==> src/rtl/onewire_pkg.sv <==
// Shared definitions for the 1-Wire byte sequencer: control-register bit
// positions, command opcodes and sequencer FSM states.
package onewire_pkg;

    localparam int CTL_DAT = 0;
    localparam int CTL_RST = 1;
    localparam int CTL_OVD = 2;
    localparam int CTL_CYC = 3;

    localparam logic [1:0] OP_RESET = 2'd0;
    localparam logic [1:0] OP_WRITE = 2'd1;
    localparam logic [1:0] OP_READ  = 2'd2;
    localparam logic [1:0] OP_RSVD  = 2'd3;

    typedef enum logic [2:0] {
        IDLE,
        ISSUE,
        WAIT,
        POLL,
        CHECK,
        NEXT,
        RESP
    } state_e;

endpackage

==> src/rtl/onewire_seq.sv <==
// Expands one reset/write-byte/read-byte command into 1-Wire core register cycles.
// First core write 1 cycle after accept; no response back-pressure (rsp_valid is a strobe).
module onewire_seq
    import onewire_pkg::*;
#(
    parameter int   POLL_GAP = 4,
    parameter int   TIMEOUT  = 65535,
    parameter logic OVD      = 1'b0
) (
    input  logic        PCLK,
    input  logic        PRESETn,
    input  logic        cmd_valid,
    output logic        cmd_ready,
    input  logic [1:0]  cmd_op,
    input  logic [7:0]  cmd_data,
    output logic        rsp_valid,
    output logic [7:0]  rsp_data,
    output logic        rsp_error,
    output logic        owm_ren,
    output logic        owm_wen,
    output logic        owm_adr,
    output logic [31:0] owm_wdt,
    input  logic [31:0] owm_rdt,
    output logic        busy
);

    localparam logic [7:0]  GAP_LAST = 8'(POLL_GAP - 1);
    localparam logic [15:0] TMO      = 16'(TIMEOUT);
    // With no gap the WAIT state is skipped entirely so the poll follows at once.
    localparam state_e      AFTER_WR = (POLL_GAP == 0) ? POLL : WAIT;

    state_e      state_q, state_d;
    logic [1:0]  op_q, op_d;
    logic [7:0]  shreg_q, shreg_d;
    logic [2:0]  bit_cnt_q, bit_cnt_d;
    logic [15:0] poll_cnt_q, poll_cnt_d;
    logic [7:0]  gap_cnt_q, gap_cnt_d;
    logic        err_q, err_d;
    logic        pres_q, pres_d;

    logic unused_rdt;
    assign unused_rdt = ^{owm_rdt[31:4], owm_rdt[2:1]};

    assign busy    = (state_q != IDLE);
    assign owm_adr = 1'b0;

    always_ff @(posedge PCLK or negedge PRESETn) begin
        if (!PRESETn) begin
            state_q    <= IDLE;
            op_q       <= OP_RESET;
            shreg_q    <= '0;
            bit_cnt_q  <= '0;
            poll_cnt_q <= '0;
            gap_cnt_q  <= '0;
            err_q      <= 1'b0;
            pres_q     <= 1'b0;
        end else begin
            state_q    <= state_d;
            op_q       <= op_d;
            shreg_q    <= shreg_d;
            bit_cnt_q  <= bit_cnt_d;
            poll_cnt_q <= poll_cnt_d;
            gap_cnt_q  <= gap_cnt_d;
            err_q      <= err_d;
            pres_q     <= pres_d;
        end
    end

    always_comb begin
        state_d    = state_q;
        op_d       = op_q;
        shreg_d    = shreg_q;
        bit_cnt_d  = bit_cnt_q;
        poll_cnt_d = poll_cnt_q;
        gap_cnt_d  = '0;
        err_d      = err_q;
        pres_d     = pres_q;
        cmd_ready  = 1'b0;
        owm_wen    = 1'b0;
        owm_ren    = 1'b0;
        owm_wdt    = '0;
        rsp_valid  = 1'b0;
        rsp_data   = '0;
        rsp_error  = 1'b0;

        case (state_q)
            IDLE: begin
                cmd_ready = 1'b1;
                if (cmd_valid) begin
                    op_d       = cmd_op;
                    shreg_d    = (cmd_op == OP_WRITE) ? cmd_data : 8'h00;
                    bit_cnt_d  = '0;
                    poll_cnt_d = '0;
                    pres_d     = 1'b0;
                    err_d      = (cmd_op == OP_RSVD);
                    state_d    = (cmd_op == OP_RSVD) ? RESP : ISSUE;
                end
            end
            ISSUE: begin
                owm_wen          = 1'b1;
                owm_wdt[CTL_OVD] = OVD;
                owm_wdt[CTL_RST] = (op_q == OP_RESET);
                // Read slots release the line (DAT=1) so the slave can pull it low.
                owm_wdt[CTL_DAT] = (op_q == OP_READ) ? 1'b1 : shreg_q[0];
                state_d          = AFTER_WR;
            end
            WAIT: begin
                if (gap_cnt_q == GAP_LAST) begin
                    state_d = POLL;
                end else begin
                    gap_cnt_d = gap_cnt_q + 8'd1;
                end
            end
            POLL: begin
                owm_ren = 1'b1;
                if (poll_cnt_q != 16'hFFFF) begin
                    poll_cnt_d = poll_cnt_q + 16'd1;
                end
                state_d = CHECK;
            end
            CHECK: begin
                if (owm_rdt[CTL_CYC]) begin
                    if (poll_cnt_q == TMO) begin
                        err_d   = 1'b1;
                        state_d = RESP;
                    end else begin
                        state_d = AFTER_WR;
                    end
                end else if (op_q == OP_RESET) begin
                    pres_d  = ~owm_rdt[CTL_DAT];
                    state_d = RESP;
                end else begin
                    shreg_d = {owm_rdt[CTL_DAT], shreg_q[7:1]};
                    state_d = NEXT;
                end
            end
            NEXT: begin
                if (bit_cnt_q == 3'd7) begin
                    state_d = RESP;
                end else begin
                    bit_cnt_d  = bit_cnt_q + 3'd1;
                    poll_cnt_d = '0;
                    state_d    = ISSUE;
                end
            end
            RESP: begin
                rsp_valid = 1'b1;
                rsp_error = err_q;
                if (!err_q) begin
                    rsp_data = (op_q == OP_RESET) ? {7'b0, pres_q} : shreg_q;
                end
                state_d = IDLE;
            end
            default: state_d = IDLE;
        endcase
    end

endmodule

==> config.mk <==
export PLATFORM = sky130hd
export DESIGN_NAME = onewire_seq
export DESIGN_NICKNAME = d
export VERILOG_FILES = /design/src/rtl/onewire_pkg.sv /design/src/rtl/onewire_seq.sv
export SDC_FILE = /design/constraint.sdc
export NUM_CORES = 1
export LEC_CHECK = 0
export BUFFER_PORTS_ARGS = -buffer_cell sky130_fd_sc_hd__buf_4
export CAP_MARGIN = 40
export CORE_MARGIN = 2
export CORE_UTILIZATION = 45
export DETAILED_ROUTE_END_ITERATION = 6
export PLACE_DENSITY = 0.72
export SLEW_MARGIN = 20
export SYNTH_ARGS = -nofsm -noshare
export SYNTH_HDL_FRONTEND = slang
export SYNTH_SLANG_ARGS = --single-unit
==> constraint.sdc <==
create_clock -name PCLK -period 2.5 [get_ports PCLK]
set_input_delay 0 -clock PCLK [delete_from_list [all_inputs] [get_ports PCLK]]
set_output_delay 0 -clock PCLK [all_outputs]
set_load 0.02 [all_outputs]
==> impl_metrics.json, run 1 <==
{
  "grt_max_degree": 43,
  "drv_slew": 0,
  "drt_pass1_iterations": 4,
  "slew_headroom_pct": 55.3,
  "synthCells": 297,
  "routedWlPerCell_um": 12.2,
  "portBuffers": 30,
  "cts_tree": "built",
  "crit_path_max_fanout": 8,
  "arrival_ns": 2.21,
  "synth_xor_area_share_pct": 5.48,
  "async_flop_share_pct": 100,
  "worst_path_largest_cell_delay_ns": 0.58,
  "yosysWarnings": 0,
  "ys_types": 40,
  "post-cts-setup-buffer-count": 0,
  "tns_ns": 0,
  "grt_pass1_vias": 1965,
  "startpoint_type": "flop",
  "required_ns": 2.50,
  "power_density_mw_per_mm2": 835,
  "synthMuxAreaShare_pct": 1.27,
  "numCtsBuffers": 5,
  "htreeDepth": 2,
  "grtUsageTotal_pct": 17.9,
  "ir_drop_v": 0.000623,
  "io_pins": 92,
  "fp.dieH_um": 79.4,
  "worstMarginPinSlew_ns": 0.665,
  "min_period_over_period_pct": 88.3,
  "r2r_start": "state_q[2]",
  "drcViolationCount": 0,
  "cts.sinks": 42,
  "utilization_pct": 52.4,
  "fin_hold_ws_ns": 0.0952,
  "core_area_mm2": 0.00551,
  "dp_hpwl_um": 3560,
  "synth.most_common_cell": "dfrtp_1",
  "ant_nets": 0,
  "period_needed_ns": 2.21,
  "rsz0062_at_grt": "false",
  "synth-edff-count": 0,
  "use_met2_pct": 28.4,
  "drive_gt1_share_pct": 14.6,
  "top_usage_layer": "met2",
  "met1_usage_pct": 23.6,
  "min_path_type": "in -> reg",
  "min_path_cells": 4,
  "dpl.cell_count": 395,
  "synth-simple-area-share_pct": 26.0,
  "yosys.area_share.adder_pct": 1.96,
  "die_area_mm2": 0.00630,
  "grt_pass1_wl_um": 8900,
  "worstSetupPathType": "reg -> out",
  "pre_cts_slack_ns": 0.586,
  "cts-root-buf": "clkbuf_8",
  "std_cell_rows": 27,
  "cp_slowest_cell": "nor3_1",
  "grt.overflow.total": 0,
  "via_count": 2039,
  "synth_top_area_share_pct": 41.1,
  "yosys.area.top_type": "dfrtp_1",
  "fillerInstances": 522,
  "drt_wl_total_um": 4990,
  "cp-end-kind": "output pin",
  "setup_viol": 0,
  "fin_ws_ns": 0.292,
  "met3_usage_pct": 5.32,
  "synth_top_flop_cell": "dfrtp_1",
  "ys_seq_area_share_pct": 41.1,
  "drtIter0Drc": 99,
  "fin_skew_ns": 0.00293,
  "regArea_mm2": 0.00105,
  "via_per_inst": 5.00,
  "synth_compound_area_share_pct": 11.0,
  "synth_top_cells_by_count": "dfrtp_1, buf_4, nor2_1, nand2_1, o21ai_0",
  "final_nets": 384,
  "max_freq_mhz": 453,
  "crit_chain": "buf_4, and2b_1, nand2_1, nor3_1, and2_1, buf_4",
  "fp.dieW_um": 79.4,
  "initial_core_util_pct": 46.4,
  "layout.cells.non_filler": 408,
  "synth_top_family_by_area": "simple AND/OR/NAND/NOR gates",
  "hp-start": "cmd_data[7]",
  "num_antenna_cells": 0,
  "hold_viol": 0,
  "area_delta_synth_final_pct": 12.9,
  "crit_top_cell": "buf_4",
  "path_clk_slew_ns": 0.08,
  "worst-path-stages": 6,
  "syn_area_mm2": 0.00256,
  "antenna_found_initial": 0,
  "avgSynthCellArea_um2": 8.61,
  "synth-seq-cells": 42,
  "clkLatencyLatePin_ns": 0.29,
  "p_leak_nw": 1.35,
  "cp-startpoint": "state_q[0]",
  "status": "finished clean",
  "cap_violations": 0,
  "gp_congestion": 0.842,
  "clockBufferDepth": 2,
  "multi_input_area_mm2": 0.00128,
  "crit_buf_inv": 2,
  "reg2regPathDepth": 5,
  "synthTopCellsByArea": "dfrtp_1, buf_4, nor2_1",
  "crit_family": "simple AND/OR/NAND/NOR gates"
}
area by class of cell:
type / count / area share, %
clock buffers: 7 / 2.99
clock inverters: 1 / 0.173
inverters: 10 / 1.47
multi-input cells: 234 / 44.5
flip-flops and latches: 42 / 36.4
well taps: 72 / 3.12
repair buffers: 42 / 11.4
worst register-to-register path: stages (launching register included):
cell and delay, ns:
dfrtp_1 0.59, nor2b_1 0.45, nand2b_1 0.30, and3_1 0.25
a21oi_1 0.13, o21ai_0 0.09
where the power goes:
part | total [mW] | internal, mW | switching [mW]
Combinational | 0.966 | 0.365 | 0.602
Clock | 0.453 | 0.223 | 0.230
Sequential | 0.991 | 0.833 | 0.158
cell families (layout without fill, tap and decap cells):
kind of cell | count (synthesis) | count (layout)
mux | 3 | 3
other cells | 1 | 31
flops | 42 | 42
xor+xnor | 16 | 16
fa+ha+maj | 4 | 4
compound gates | 50 | 50
buf+inv | 51 | 60
simple gates | 130 | 130
placed cells by master, fill, tap and decap left out, drive strengths merged, types with 5 or more instances in the layout:
cell type | netlist | final
buf | 37 | 37
dfrtp | 42 | 42
nand3 | 14 | 14
xnor2 | 12 | 12
o21ai | 21 | 21
a21oi | 16 | 16
and3 | 12 | 12
nand2b | 6 | 6
conb | 1 | 31
inv | 9 | 9
nor4 | 9 | 9
clkbuf | 4 | 7
nand2 | 27 | 27
nor3 | 9 | 9
nor2 | 28 | 28
dlygate4sd3 | 0 | 5
and2 | 8 | 8
through the flow:
step,area [um^2],power [mW]
floorplan,2670,1.71
global placement,2750,1.94
detailed placement,2750,1.96
CTS,2890,2.43
global route,2890,2.63
finish,2890,2.41
registers in the layout (all words and copies together), names as in the netlist:
name / cells
poll_cnt_q: 16
gap_cnt_q: 8
shreg_q: 8
bit_cnt_q: 3
state_q: 3
op_q: 2
err_q: 1
pres_q: 1
routing by layer:
| layer | vias up | wire (um) |
|---|---|---|
| met3 | 4 | 242 |
| met1 | 943 | 2360 |
| met2 | 53 | 2330 |
| li1 | 1039 | - |
| met5 | - | 0 |
| met4 | 0 | 58 |
path summary, 6_finish.rpt:
check                           slack [ns]             to
min in group asynchronous             0.23  poll_cnt_q[2]
max in group asynchronous             1.90   bit_cnt_q[0]
worst max register to register        0.59     shreg_q[6]
worst min register to register        0.49         pres_q
worst max-delay path                  0.29    rsp_data[7]
worst min-delay path                   0.1     shreg_q[7]
what timing repair did:
| item | 4_1_cts | 5_1_grt |
|---|---|---|
| endpoints found under the setup margin | 0 | 0 |
| hold endpoints to repair | 47 | 0 |
| resized for setup | 0 | 0 |
| hold buffers | 5 | 0 |
(Power assumes the default switching activity.)
==> run 2: changes to the inputs <==
--- a/config.mk
+++ b/config.mk
@@ -10,7 +10,8 @@
 export CORE_MARGIN = 2
 export CORE_UTILIZATION = 45
 export DETAILED_ROUTE_END_ITERATION = 6
-export PLACE_DENSITY = 0.72
+export MAX_ROUTING_LAYER = met4
+export PLACE_DENSITY_LB_ADDON = 0.1
 export SLEW_MARGIN = 20
 export SYNTH_ARGS = -nofsm -noshare
 export SYNTH_HDL_FRONTEND = slang
==> impl_metrics.json, run 2 (synthesized netlist as in run 1, its figures left out) <==
{
  "antenna_found_initial": 0,
  "min_path_cells": 3,
  "hp-start": "owm_rdt[3]",
  "power_density_mw_per_mm2": 885,
  "die_area_mm2": 0.00630,
  "reg2regPathDepth": 5,
  "fp.dieW_um": 79.4,
  "grt.overflow.total": 0,
  "drive_gt1_share_pct": 15.1,
  "worstSetupPathType": "reg -> out",
  "area_delta_synth_final_pct": 15.0,
  "gp_congestion": 0.817,
  "rsz0062_at_grt": "false",
  "drt_wl_total_um": 5030,
  "cap_violations": 0,
  "routedWlPerCell_um": 12.3,
  "post-cts-setup-buffer-count": 0,
  "r2r_slack_ns": 0.47,
  "std_cell_rows": 27,
  "htreeDepth": 2,
  "layout_top_registers": "poll_cnt_q (16), gap_cnt_q (8), shreg_q (8)",
  "grt_pass1_wl_um": 8800,
  "design_power_total_mw": 2.60,
  "grtUsageTotal_pct": 18.0,
  "min_path_type": "in -> reg",
  "r2r_start": "gap_cnt_q[0]",
  "clockBufferDepth": 2,
  "required_ns": 2.50,
  "fin_skew_ns": 0.00608,
  "cp_slowest_cell": "nor3_1",
  "min_period_over_period_pct": 83.1,
  "p_leak_nw": 1.38,
  "status": "finished clean",
  "hold_end": "err_q",
  "drv_slew": 0,
  "final_nets": 385,
  "regMostFlops": "poll_cnt_q",
  "hold_viol": 0,
  "num_antenna_cells": 0,
  "path_clk_slew_ns": 0.08,
  "worst_path_largest_cell_delay_ns": 0.57,
  "numCtsBuffers": 5,
  "ir_drop_v": 0.000487,
  "cts-root-buf": "clkbuf_8",
  "drtIter0Drc": 85,
  "startpoint_type": "flop",
  "dp_hpwl_um": 3570,
  "arrival_ns": 2.08,
  "tns_ns": 0,
  "cts.sinks": 42,
  "drt_pass1_iterations": 4,
  "crit_path_max_fanout": 14,
  "core_area_mm2": 0.00551,
  "placed_cell_area_mm2": 0.00275,
  "post_cts_resized": 0,
  "ant_nets": 0,
  "regArea_mm2": 0.00105,
  "initial_core_util_pct": 46.4,
  "via_count": 2074,
  "fillerInstances": 541,
  "clkLatencyLatePin_ns": 0.29,
  "slew_headroom_pct": 56.5,
  "fin_hold_ws_ns": 0.0622,
  "final_cell_area_mm2": 0.00294,
  "cp-end-kind": "output pin",
  "largest_reg_flops": 16,
  "crit_top_cell": "buf_4",
  "io_pins": 92,
  "worstMarginPinSlew_ns": 0.648,
  "via_per_inst": 5.07,
  "portBuffers": 30,
  "dpl.cell_count": 396,
  "setup_viol": 0,
  "max_freq_mhz": 481,
  "drcViolationCount": 0,
  "crit_chain": "buf_4, and2b_1, nand2_1, nor3_1, and2_1, buf_4",
  "layout_common_cells": "dfrtp_1, buf_4, conb_1, nor2_1, nand2_1",
  "grt_pass1_vias": 1898,
  "fp.dieH_um": 79.4,
  "period_needed_ns": 2.08,
  "multi_input_area_mm2": 0.00128,
  "rr_endpoint": "state_q[1]",
  "grt_max_degree": 43,
  "cts_tree": "built",
  "layout_commonest_cell": "dfrtp_1",
  "layout.cells.non_filler": 409,
  "cp-startpoint": "state_q[0]"
}
==> run 2: layer usage <==
| metal | track usage, % | up-vias | share of wire (%) |
|---|---|---|---|
| met5 | - | - | 0 |
| met4 | 5.17 | 0 | 0.70 |
| met3 | 3.62 | 2 | 3.6 |
| met2 | 25.7 | 47 | 45 |
| met1 | 26.0 | 992 | 50 |
| li1 | - | 1033 | - |
==> run 2: per-stage QoR <==
step                      util [%]  setup slack (ns)
after CTS                     53.4             0.407
after detailed placement      50.0             0.476
after global routing          53.4             0.208
after global placement        50.0             0.476
final                         53.4             0.422
after floorplan                  -             0.439
==> run 2: what timing repair did <==
| action | in CTS | in global routing |
|---|---|---|
| hold buffers | 5 | 0 |
| endpoints found under the hold margin | 46 | 0 |
| setup endpoints to repair | 0 | 0 |
==> run 2: layout make-up <==
class	instances	share of cell area (%)
clock buffers	5	2.34
clock inverters	3	2.34
inverters	10	1.45
multi-input cells	234	43.7
flip-flops and latches	42	35.7
well taps	72	3.06
repair buffers	43	11.4
==> run 2: worst max path at each step <==
stage,depth (start not counted),end
3_5_place_dp,5,state_q[1]
5_1_grt,6,rsp_data[1]
6_report,6,rsp_data[2]
3_3_place_gp,5,state_q[1]
4_1_cts,6,rsp_data[2]
2_1_floorplan,6,state_q[1]
==> run 2: worst max-delay path, delay by kind of cell (launching register included) <==
kind,cells,cell delay (ns)
simple gates,4,1.09
flops,1,0.38
buf+inv,2,0.32
==> run 2: power breakdown <==
part,switching (mW),leakage (nW),internal [mW]
combinational,0.612,0.741,0.372
sequential,0.146,0.569,0.832
clock,0.240,0.0683,0.400
==> run 3: changes to the inputs <==
==> constraint.sdc (replaced) <==
create_clock -name PCLK -period 2.1 [get_ports PCLK]
set_input_delay 0 -clock PCLK [delete_from_list [all_inputs] [get_ports PCLK]]
set_output_delay 0 -clock PCLK [all_outputs]
set_load 0.02 [all_outputs]
==> impl_metrics.json, run 3 (synthesized netlist as in run 1, its figures left out) <==
{
  "p_seq_share_pct": 37.1,
  "layout.cells.non_filler": 416,
  "min_period_over_period_pct": 87.9,
  "cap_violations": 0,
  "grt_pass1_vias": 1871,
  "period_needed_ns": 1.85,
  "required_ns": 2.29,
  "grt.overflow.total": 0,
  "slew_headroom_pct": 64.3,
  "area_delta_synth_final_pct": 16.9,
  "worstSetupPathType": "reg -> reg",
  "ant_nets": 0,
  "min_path_type": "in -> reg",
  "ir_drop_v": 0.000695,
  "dpl.cell_count": 403,
  "initial_core_util_pct": 46.4,
  "min_path_cells": 3,
  "core_area_mm2": 0.00551,
  "p_int_mw": 1.87,
  "share_comb_of_total_power_pct": 41.9,
  "fin_hold_ws_ns": 0.0407,
  "grt_pass1_wl_um": 8800,
  "arrival_ns": 2.04,
  "cp-end-kind": "flop",
  "final_cell_area_mm2": 0.00299,
  "htreeDepth": 2,
  "drt_pass1_iterations": 4,
  "fin_ws_ns": 0.254,
  "largest_reg_flops": 16,
  "final_nets": 392,
  "cts.sinks": 42,
  "path_clk_slew_ns": 0.08,
  "placed_cell_area_mm2": 0.00282,
  "antenna_found_initial": 0,
  "clkLatencyLatePin_ns": 0.30,
  "regArea_mm2": 0.00105,
  "io_pins": 92,
  "routedWlPerCell_um": 12.6,
  "cts_tree": "built",
  "drv_slew": 0,
  "power_density_mw_per_mm2": 1040,
  "utilization_pct": 54.3,
  "status": "finished clean",
  "fp.dieW_um": 79.4,
  "tns_ns": 0,
  "via_count": 2072,
  "worstMarginPinSlew_ns": 0.536,
  "max_freq_mhz": 542,
  "layout_commonest_cell": "buf_4",
  "multi_input_area_mm2": 0.00130,
  "num_antenna_cells": 0,
  "drtIter0Drc": 110,
  "fp.dieH_um": 79.4,
  "reg2regPathDepth": 7,
  "layout_common_cells": "buf_4, dfrtp_1, conb_1, nor2_1, nand2_1",
  "p_sw_share_pct": 39.6,
  "die_area_mm2": 0.00630,
  "std_cell_rows": 27,
  "p_leak_nw": 1.40,
  "drive_gt1_share_pct": 17.2,
  "numCtsBuffers": 5,
  "gp_congestion": 0.841,
  "rsz0062_at_grt": "false",
  "pre_cts_slack_ns": 0.184,
  "design_power_total_mw": 3.10,
  "fillerInstances": 548,
  "via_per_inst": 4.98,
  "startpoint_type": "flop",
  "post-cts-setup-buffer-count": 0,
  "clockBufferDepth": 2,
  "power_frac_clock_pct": 21.0,
  "drt_wl_total_um": 5220,
  "portBuffers": 30,
  "switchingPower_mw": 1.23,
  "grtUsageTotal_pct": 18.4,
  "dp_hpwl_um": 3780,
  "setup_viol": 0,
  "regMostFlops": "poll_cnt_q",
  "fin_skew_ns": 0.00440,
  "cts-root-buf": "clkbuf_8",
  "grt_max_degree": 43,
  "crit_path_max_fanout": 8,
  "layout_top_registers": "poll_cnt_q (16), gap_cnt_q (8), shreg_q (8)",
  "hold_viol": 0,
  "drcViolationCount": 0
}
[run 3: changes by cell type in the layout (fill, tap and decap cells not counted), sizes merged]
cell	before	now
clkinv	2	1
bufinv	2	1
clkinvlp	0	1
buf	38	45
clkbuf	5	6
[run 3: worst paths after layout]
check	from	to	slack, ns
max reg2reg	gap_cnt_q[0]	gap_cnt_q[6]	0.25
min reg2reg	gap_cnt_q[0]	gap_cnt_q[0]	0.48
min in group asynchronous	PRESETn	poll_cnt_q[14]	0.22
max in group asynchronous	PRESETn	poll_cnt_q[6]	1.51
max	gap_cnt_q[0]	gap_cnt_q[6]	0.25
min	owm_rdt[3]	err_q	0.04
[run 3: metal layers]
metal / up-vias / global-route usage (%) / part of all wire [%]
met2: 38 / 27.2 / 46
li1: 1051 / - / -
met3: 6 / 4.41 / 3.8
met1: 977 / 25.3 / 49
met4: 0 / 5.17 / 1.2
met5: - / - / 0
[run 3: area by class of cell]
class / instances / share of cell area, %
repair buffers: 50 / 13.4
clock inverters: 2 / 1.26
well taps: 72 / 3.01
flip-flops and latches: 42 / 35.1
inverters: 10 / 1.42
multi-input cells: 234 / 43.3
clock buffers: 6 / 2.43
[run 3: critical path, cell delays in order, from the launching register on]
cell and delay, ns:
dfrtp_1 0.39, ha_1 0.23, or4b_1 0.46, nor4_2 0.18
buf_4 0.16, or3_1 0.15, buf_12 0.13, nor2_1 0.05
[run 3: power by group through the flow]
stage	combinational [mW]	clock, mW	sequential, mW
after floorplan	0.921	0	1.12
after global placement	1.28	0	1.16
after detailed placement	1.30	0	1.16
after CTS	1.31	0.666	1.15
after global routing	1.46	0.707	1.18
final	1.30	0.651	1.15
[run 3: timing repair]
action	4_1_cts	5_1_grt
hold endpoints to repair	46	0
hold buffers	5	0
setup endpoints to repair	0	3
resized for setup	0	2
